**config.mk**
```make
export PLATFORM = sky130hd
export DESIGN_NAME = sqr_iter
export DESIGN_NICKNAME = d
export VERILOG_FILES = /design/src/rtl/elau_sqr_pkg.sv /design/src/rtl/sqr_pp_row_gen.sv /design/src/rtl/sqr_iter.sv
export SDC_FILE = /design/constraint.sdc
export NUM_CORES = 1
export LEC_CHECK = 0
export CORE_ASPECT_RATIO = 1.2
export CORE_MARGIN = 3
export CORE_UTILIZATION = 30
export CTS_CLUSTER_DIAMETER = 60
export DETAILED_ROUTE_END_ITERATION = 10
export GPL_ROUTABILITY_DRIVEN = 0
export SETUP_SLACK_MARGIN = 0.02
export SLEW_MARGIN = 20
export SYNTH_ARGS = -nofsm -noshare
export SYNTH_HDL_FRONTEND = slang
export SYNTH_SLANG_ARGS = --single-unit
```
**constraint.sdc**
```tcl
create_clock -name CLK -period 4.6 [get_ports CLK]
set_input_delay 1.15 -clock CLK [delete_from_list [all_inputs] [get_ports CLK]]
set_output_delay 1.15 -clock CLK [all_outputs]
set_load 0.05 [all_outputs]
```
**src/rtl/elau_sqr_pkg.sv**
```systemverilog
// Shared types and sizing helpers for the iterative squarer.
package elau_sqr_pkg;

  typedef enum logic [1:0] {
    IDLE = 2'd0,
    COMP = 2'd1,
    DONE = 2'd2
  } state_t;

  // Number of folded partial-product rows for a width-bit squarer.
  function automatic int sqrRows(input int width);
    return width / 2 + 1;
  endfunction

  // COMP cycles needed to add all rows, rowsPerCycle at a time.
  function automatic int sqrIters(input int width, input int rowsPerCycle);
    return (sqrRows(width) + rowsPerCycle - 1) / rowsPerCycle;
  endfunction

  // Width of a register that holds a row index 0..NR.
  function automatic int sqrIdxW(input int width);
    return $clog2(sqrRows(width) + 1);
  endfunction

endpackage

```
**src/rtl/sqr_pp_row_gen.sv**
```systemverilog
// One row of the folded squarer partial-product matrix, signed or unsigned.
// Terms are packed column by column: the n-th term landing in a column goes
// to row n. Every column holds at most NR terms, so NR rows cover the matrix.
// Column term order: diagonal, off-diagonal pairs (ascending i), corrections.
module sqr_pp_row_gen
  import elau_sqr_pkg::*;
#(
  parameter int width = 8,
  parameter int riw   = 4
) (
  input  logic [width-1:0]   x,
  input  logic               sgn,
  input  logic [riw-1:0]     row,
  output logic [2*width-1:0] pp
);

  // Signed mode rewrites -x(i)x(W-1)2^(i+W) as x(W-1)~x(i)2^(i+W) and folds
  // the resulting constants into ~x(W-1) + 1 at bit 2W-1 and x(W-1)*2^W.
  // x(W-1)*2^W goes in as two terms at bit W-1 for even W, one at bit W for
  // odd W, which keeps every column within NR terms.
  function automatic logic [2*width-1:0] build_row(input logic [width-1:0] xv,
                                                   input logic s, input int r);
    logic [2*width-1:0] row_v;
    logic sb;
    logic t;
    int   cnt;
    int   k;
    row_v = '0;
    sb    = xv[width-1];
    for (int c = 0; c < 2 * width; c++) begin
      cnt = 0;
      if ((c % 2) == 0 && (c / 2) < width) begin
        if (cnt == r) row_v[c] = xv[c/2];
        cnt++;
      end
      for (int i = 0; i < width; i++) begin
        k = c - 1 - i;
        if (k > i && k < width) begin
          if (k == width - 1) t = s ? (sb & ~xv[i]) : (xv[i] & sb);
          else                t = xv[i] & xv[k];
          if (cnt == r) row_v[c] = t;
          cnt++;
        end
      end
      if (c == 2 * width - 1) begin
        if (cnt == r) row_v[c] = s & ~sb;
        cnt++;
        if (cnt == r) row_v[c] = s;
        cnt++;
      end
      if ((width % 2) == 0 && c == width - 1) begin
        if (cnt == r) row_v[c] = s & sb;
        cnt++;
        if (cnt == r) row_v[c] = s & sb;
        cnt++;
      end
      if ((width % 2) == 1 && c == width) begin
        if (cnt == r) row_v[c] = s & sb;
        cnt++;
      end
    end
    return row_v;
  endfunction

  // Select the requested row; indices at or beyond NR yield zero.
  always_comb begin
    pp = '0;
    if (int'(row) < sqrRows(width)) pp = build_row(x, sgn, int'(row));
  end

endmodule

```
**src/rtl/sqr_iter.sv**
```systemverilog
// Iterative handshaked squarer: adds rowsPerCycle matrix rows per cycle.
//
// state | meaning
// IDLE  | waiting for an operand, InReady=1
// COMP  | accumulating rows idx..idx+R-1 each cycle
// DONE  | result presented on P with OutValid=1 until taken
module sqr_iter
  import elau_sqr_pkg::*;
#(
  parameter int width        = 8,
  parameter int rowsPerCycle = 1
) (
  input  logic               CLK,
  input  logic               RST,
  input  logic               InValid,
  output logic               InReady,
  input  logic [width-1:0]   X,
  input  logic               Sgn,
  output logic               OutValid,
  input  logic               OutReady,
  output logic [2*width-1:0] P,
  output logic               Busy
);

  localparam int NR       = sqrRows(width);
  localparam int NI       = sqrIters(width, rowsPerCycle);
  localparam int IDXW     = sqrIdxW(width);
  localparam int RIW      = IDXW + 1;
  localparam int LAST_IDX = (NI - 1) * rowsPerCycle;

  state_t               state, state_nxt;
  logic [width-1:0]     x_q;
  logic                 sgn_q;
  logic [IDXW-1:0]      idx_q;
  logic [2*width-1:0]   acc_q;
  logic [2*width-1:0]   p_q;
  logic [2*width-1:0]   acc_sum;
  logic [2*width-1:0]   rows [rowsPerCycle];
  logic                 accept;
  logic                 xfer;
  logic                 last_iter;

  assign accept    = InValid & InReady;
  assign xfer      = OutValid & OutReady;
  assign last_iter = (idx_q == IDXW'(LAST_IDX));

  for (genvar g = 0; g < rowsPerCycle; g++) begin : g_row
    localparam logic [RIW-1:0] OFS = RIW'(g);
    sqr_pp_row_gen #(.width(width), .riw(RIW)) u_row (
      .x   (x_q),
      .sgn (sgn_q),
      .row (RIW'(idx_q) + OFS),
      .pp  (rows[g])
    );
  end

  // Accumulator plus this cycle's rows, wrapping modulo 2^(2W).
  always_comb begin
    acc_sum = acc_q;
    for (int j = 0; j < rowsPerCycle; j++) acc_sum = acc_sum + rows[j];
  end

  // State register.
  always_ff @(posedge CLK) begin
    if (RST) state <= IDLE;
    else     state <= state_nxt;
  end

  // Next-state logic; a transfer with a simultaneous accept restarts COMP.
  always_comb begin
    state_nxt = state;
    unique case (state)
      IDLE:    if (accept) state_nxt = COMP;
      COMP:    if (last_iter) state_nxt = DONE;
      DONE: begin
        if (accept)    state_nxt = COMP;
        else if (xfer) state_nxt = IDLE;
      end
      default: state_nxt = IDLE;
    endcase
  end

  // Handshake outputs; InReady is held low while reset is asserted.
  always_comb begin
    InReady  = 1'b0;
    OutValid = 1'b0;
    Busy     = 1'b0;
    unique case (state)
      IDLE: InReady = 1'b1;
      COMP: Busy = 1'b1;
      DONE: begin
        InReady  = OutReady;
        OutValid = 1'b1;
        Busy     = 1'b1;
      end
      default: ;
    endcase
    if (RST) InReady = 1'b0;
  end

  // Operand capture, accumulation and result register.
  always_ff @(posedge CLK) begin
    if (RST) begin
      x_q   <= '0;
      sgn_q <= 1'b0;
      idx_q <= '0;
      acc_q <= '0;
      p_q   <= '0;
    end else if (accept) begin
      x_q   <= X;
      sgn_q <= Sgn;
      idx_q <= '0;
      acc_q <= '0;
    end else if (state == COMP) begin
      acc_q <= acc_sum;
      if (last_iter) p_q <= acc_sum;
      else           idx_q <= idx_q + IDXW'(rowsPerCycle);
    end
  end

  assign P = p_q;

endmodule

```
### After elaboration in Yosys (flattened, before gate mapping)

Cells that the tools add are included.

| operators by class | value |
|---|---|
| equal/unequal tests | 12 |
| bitwise operators | 49 |
| $lt $le $gt $ge | 1 |
| multiplexer cells | 61 |
| reductions and logical operators | 7 |
| add/sub/neg operators | 5 |

Operators with widths:

| operator | number |
|---|---|
| $eq 32x4->1 | 5 |
| $mux 32 | 4 |
| $add 32x2->32 const B | 3 |
| $mux 1 | 50 |
| $and 1x1->1 | 39 |
| $add 16x16->16 | 1 |
| $mux 16 | 1 |
| $not 1->1 | 10 |
| $mux 2 | 4 |
| $pmux 2 s3 | 1 |
| $reduce_and 3->1 | 2 |
| $logic_not 4->1 | 1 |
| $ne 2x2->1 const B | 2 |
| $reduce_or 2->1 | 2 |
| $add 3x1->3 const B | 1 |
| $eq 2x3->1 const A | 1 |
| $eq 3x3->1 const B | 1 |
| $lt 3x3->1 const B | 1 |
| $ne 3x3->1 const B | 1 |
| $eq 2x1->1 const B | 1 |
| $eq 2x2->1 const B | 1 |
| $logic_not 2->1 | 1 |
| $pmux 1 s2 | 1 |
| $reduce_and 2->1 | 1 |

| word-level totals | value |
|---|---|
| output and inout port bits | 19 |
| register bits after elaboration | 46 |
| input bits | 13 |
| word-level logic and storage cells | 141 |

### Logic depth before layout (Yosys ltp)

| logic depth | value |
|---|---|
| depth after elaboration | 12 |
| depth in mapped cells | 17 |
| mapped depth without buffers | 15 |

### By module

A second synthesis with hierarchy kept.

| unflattened totals | value |
|---|---|
| cell total of the unflattened synthesis | 369 |
| area, all modules | 3071.7 sq um |

Modules (own cells, without submodules):

| module | area each (sq um) | seq. area each (sq um) | times used | cells an instance |
|---|---|---|---|---|
| sqr_iter | 2546.2 | 920.9 | 1 | 289 |
| sqr_pp_row_gen | 525.5 | 0.0 | 1 | 80 |

### Worst setup path before layout

OpenSTA, ideal clock, no wires.

| path | value |
|---|---|
| path type | in2out |
| start | input port RST |
| end | output port InReady |
| data arrival time | 2.210 ns |
| path buffers | 2 |
| data required time | 3.450 ns |
| slack | 1.240 ns |
| stages on the path | 3 |
| path through | clkbuf_1 -> buf_1 -> nor2_1 |

| on the way | value |
|---|---|
| longest elaborated chain between the ends | 1 |

Ends and longest elaborated chain:

| what | line | source |
|---|---|---|
| start, declared | sqr_iter.sv:14 | `input logic RST,` |
| $mux 1 | sqr_iter.sv:98 | `if (RST) InReady = 1'b0;` |
| end, declared | sqr_iter.sv:16 | `output logic InReady,` |

No other way between the ends.

### Worst setup path in the final report

| path | value |
|---|---|
| start | register idx_q[1] |
| end | register p_q[14], in the netlist P[14] |

| on the way | value |
|---|---|
| longest elaborated chain between the ends | 8 |
| elaborated cells on any way between the ends | 49 |
| those cells by class | add/sub: 1; order compare: 1; eq/ne: 6; mux: 39; reduce/logical: 2 |

Ends and longest elaborated chain:

| what | line | source |
|---|---|---|
| start, declared | sqr_iter.sv:34 | `logic [IDXW-1:0] idx_q;` |
| start signal, assigned | sqr_iter.sv:117 | `else idx_q <= idx_q + IDXW'(rowsPerCycle);` |
| parallel branches: the longest is 8 deep, another holds $add 16x16->16 | -- |  |
| end signal, assigned | sqr_iter.sv:116 | `if (last_iter) p_q <= acc_sum;` |
| end, declared | sqr_iter.sv:36 | `logic [2*width-1:0] p_q;` |

Several ways; the timed one is not identified.
A chain may end at the register's enable or synchronous reset.

==> results.py <==
metrics = {
    "run_status": {
        "outcome": "finished, final reports clean",
    },
    "synthesis": {
        "synth.avg_cell_area_um2": 7.77,
        "netlist.area_leader.share_pct": 30.5,
        "synth_flop_cell": "dfxtp_1",
        "yosysTopAreaCell": "dfxtp_1",
        "synthTopCellsByArea": "dfxtp_1 (31%), ha_1 (10%), nand2_1 (6.6%)",
        "synth_cells": 388,
        "synth_seq_area_share_pct": 30.5,
        "syn-num-nets": 426,
        "ys_seq_elements": 46,
        "yosys_warnings": 0,
        "synth_common_cells": "nand2_1 (53), dfxtp_1 (46), a21oi_1 (37)",
        "synth_cell_types": 53,
        "synth_area_um2": 3020,
        "synth.most_common_cell": "nand2_1",
        "postSynth.asyncResetShare_pct": 0,
        "synth_edf_count": 0,
    },
    "cells_and_area": {
        "layout.nets": 440,
        "diodes": 0,
        "layout.cells.non_filler": 526,
        "nFillCells": 1027,
        "drive_gt1_share_pct": 3.72,
        "syn2layout_area_growth_pct": 17.9,
        "post-route-cell-area_um2": 3560,
        "final_util_pct": 36.8,
    },
    "hold_path": {
        "hold_start": "P[3]",
        "min_path_type": "flop to flop",
        "worstHoldPathCells": 2,
        "hold-path-endpoint": "P[3]",
    },
    "clock_network": {
        "insertion_delay_ns": 0.29,
        "cts.sink_count": 46,
        "cts_hold_buf": 0,
        "post_cts_buffers": 0,
        "cts_buffers": 5,
        "post_cts_resize_count": 0,
        "htree_levels": 2,
        "cts_tree": "done",
        "cts_root_buf": "clkbuf_16",
        "clockBufferDepth": 2,
        "clk_pin_slew_ns": 0.07,
    },
    "floorplan": {
        "die_y_um": 116,
        "die_w_um": 97.5,
        "coreArea_um2": 9660,
        "dieArea_um2": 11300,
        "rows": 39,
        "initial_core_util_pct": 31.2,
        "io_pins": 32,
    },
    "grt": {
        "grt_max_degree": 26,
        "antenna_found_initial": 0,
        "grt_pass1_vias": 2696,
        "grt_overflow_total": 0,
        "grt_pass1_wl_mm": 13.4,
        "track_usage_pct": 14.5,
    },
    "setup_path": {
        "crit_family": "compound AO/OA/AOI/OAI gates",
        "end_kind": "flop",
        "cp_slowest_cell": "nor2b_1",
        "path_buf_inv": 1,
        "rr_worst_depth": 15,
        "setup.worst_path.class": "flop to flop",
        "critPathMaxFanout": 11,
        "cp.arrival_ns": 3.99,
        "max_stage_delay_ns": 0.51,
        "regToRegSetupSlack_ns": 0.79,
        "crit_top_cell": "a21oi_1",
        "worstPathCellList": "inv_1 > ha_1 > nor2b_1 > nand3b_1 > a21oi_1 > a31oi_1 > o21a_1 > nor2_1 > ha_1 > a21oi_1 > o221ai_1 > a21oi_1 > o21ai_0 > nor4b_1 > a311o_1",
        "crit_required_ns": 4.78,
        "rr_startpoint": "idx_q[1]",
        "timing.rr.end": "P[14]",
        "start_kind": "flop",
    },
    "placed_design": {
        "dp_hpwl_mm": 5.94,
        "pre_cts_slack_ns": 0.806,
        "place_area_um2": 3390,
        "dp_cells": 518,
        "io_buffers": 31,
    },
    "detailed_routing": {
        "num_vias": 2802,
        "wl_mm": 8.00,
        "routedWlPerCell_um": 15.2,
        "drtIter0Drc": 166,
        "ant_nets": 0,
        "remaining_drc_errors": 0,
        "first_pass_iters": 4,
        "via_per_inst": 5.33,
    },
    "pwr": {
        "power_density_nw_per_um2": 286,
        "ir_drop_uv": 135,
        "leakage_uw": 0.00127,
        "intPower_uw": 733,
        "clockPowerShare_pct": 40.2,
        "combPwrFrac_pct": 17.3,
        "seq_power_share_pct": 42.5,
        "swShare_pct": 27.9,
        "p_sw_uw": 283,
    },
    "flow_run": {
        "maxCapViolCount": 0,
    },
    "timing": {
        "finalSetupViolations": 0,
        "final_hold_viol_count": 0,
        "slew_violations": 0,
        "max_freq_ghz": 0.262,
        "relSlewSlack_pct": 52.9,
        "setup_slack_ns": 0.786,
        "rsz0062_at_grt": "no",
        "fin_crit_sh_pct": 82.9,
        "tightest_slew_ns": 0.706,
        "fin_skew_ns": 0.00800,
        "period_needed_ns": 3.81,
        "fin_setup_tns_ns": 0,
    },
}
-- registers in the layout, indices dropped and copies added (netlist names) --
signal	cells
acc_q	16
P	16
sgn_q	1
x_q	8
state	2
idx_q	3
-- placed cells by master (no fill, tap or decap), types with 5 or more instances in the layout --
cell and n:
a31oi_1 7, inv_1 13, clkbuf_16 5, clkdlybuf4s50_1 30
mux2i_1 8, nand2_1 53, nor2_1 32, dfxtp_1 46
o21ai_0 11, o21a_1 5, xnor2_1 14, ha_1 25
nand3_1 23, a21oi_1 37, nand4_1 5, a211oi_1 8
nor3_1 7, nor2b_1 5
-- power by group through the flow --
stage               clock network (µW)  logic, µW  registers (µW)
floorplan                            0        140             425
global placement                     0        174             440
detailed placement                   0        175             440
CTS                                417        177             431
global route                       438        196             434
finish                             408        176             432
-- routing by layer --
layer / track usage [%] / routed length, µm
met5: 0 / 0
met4: 4.89 / 108
met3: 2.89 / 423
met2: 24.8 / 3870
met1: 18.2 / 3600
-- worst min-delay path, cell delays in order (launching register included) --
cell and delay [ns]:
dfxtp_1 0.31, nand2_1 0.05, a21oi_1 0.05
-- layout make-up --
class                   count  area, µm²  area share, %
flip-flops and latches     46        921           25.9
clock inverters             1       30.0          0.844
well taps                 123        154           4.33
repair buffers             34        330           9.29
inverters                  14       52.6           1.48
multi-input cells         301       1940           54.4
clock buffers               7        133           3.73
-- metrics by stage --
step | hold slack [ns] | power, µW
global route | 0.489 | 1070
CTS | 0.463 | 1020
global placement | 0.450 | 614
finish | 0.461 | 1020
floorplan | 0.445 | 565
detailed placement | 0.452 | 615
-- how the worst max path moves through the flow --
| stage | start | end | slack [ns] | depth (start not counted) |
|---|---|---|---|---|
| floorplan | RST | InReady | 1.24 | 3 |
| global placement | OutReady | P[15] | 0.83 | 7 |
| detailed placement | OutReady | P[15] | 0.81 | 7 |
| CTS | idx_q[1] | P[14] | 0.84 | 15 |
| global route | idx_q[1] | P[14] | 0.47 | 15 |
| finish | idx_q[1] | P[14] | 0.79 | 15 |
-- logic make-up (layout without fill, tap and decap cells) --
group                      count (synthesis)  count (layout)  share of synthesized area (%)
DFF                                       46              46                           30.5
xor gates and xnor gates                  18              18                           5.23
and+or+nand+nor                          148             148                           23.1
buffers and inverters                     41              56                           5.31
adders and majority gates                 25              25                           10.4
AOI/OAI and AO/OA                        102             102                           22.8
muxes                                      8               8                           2.65
Note: power is estimated with default switching activity, not from simulation.
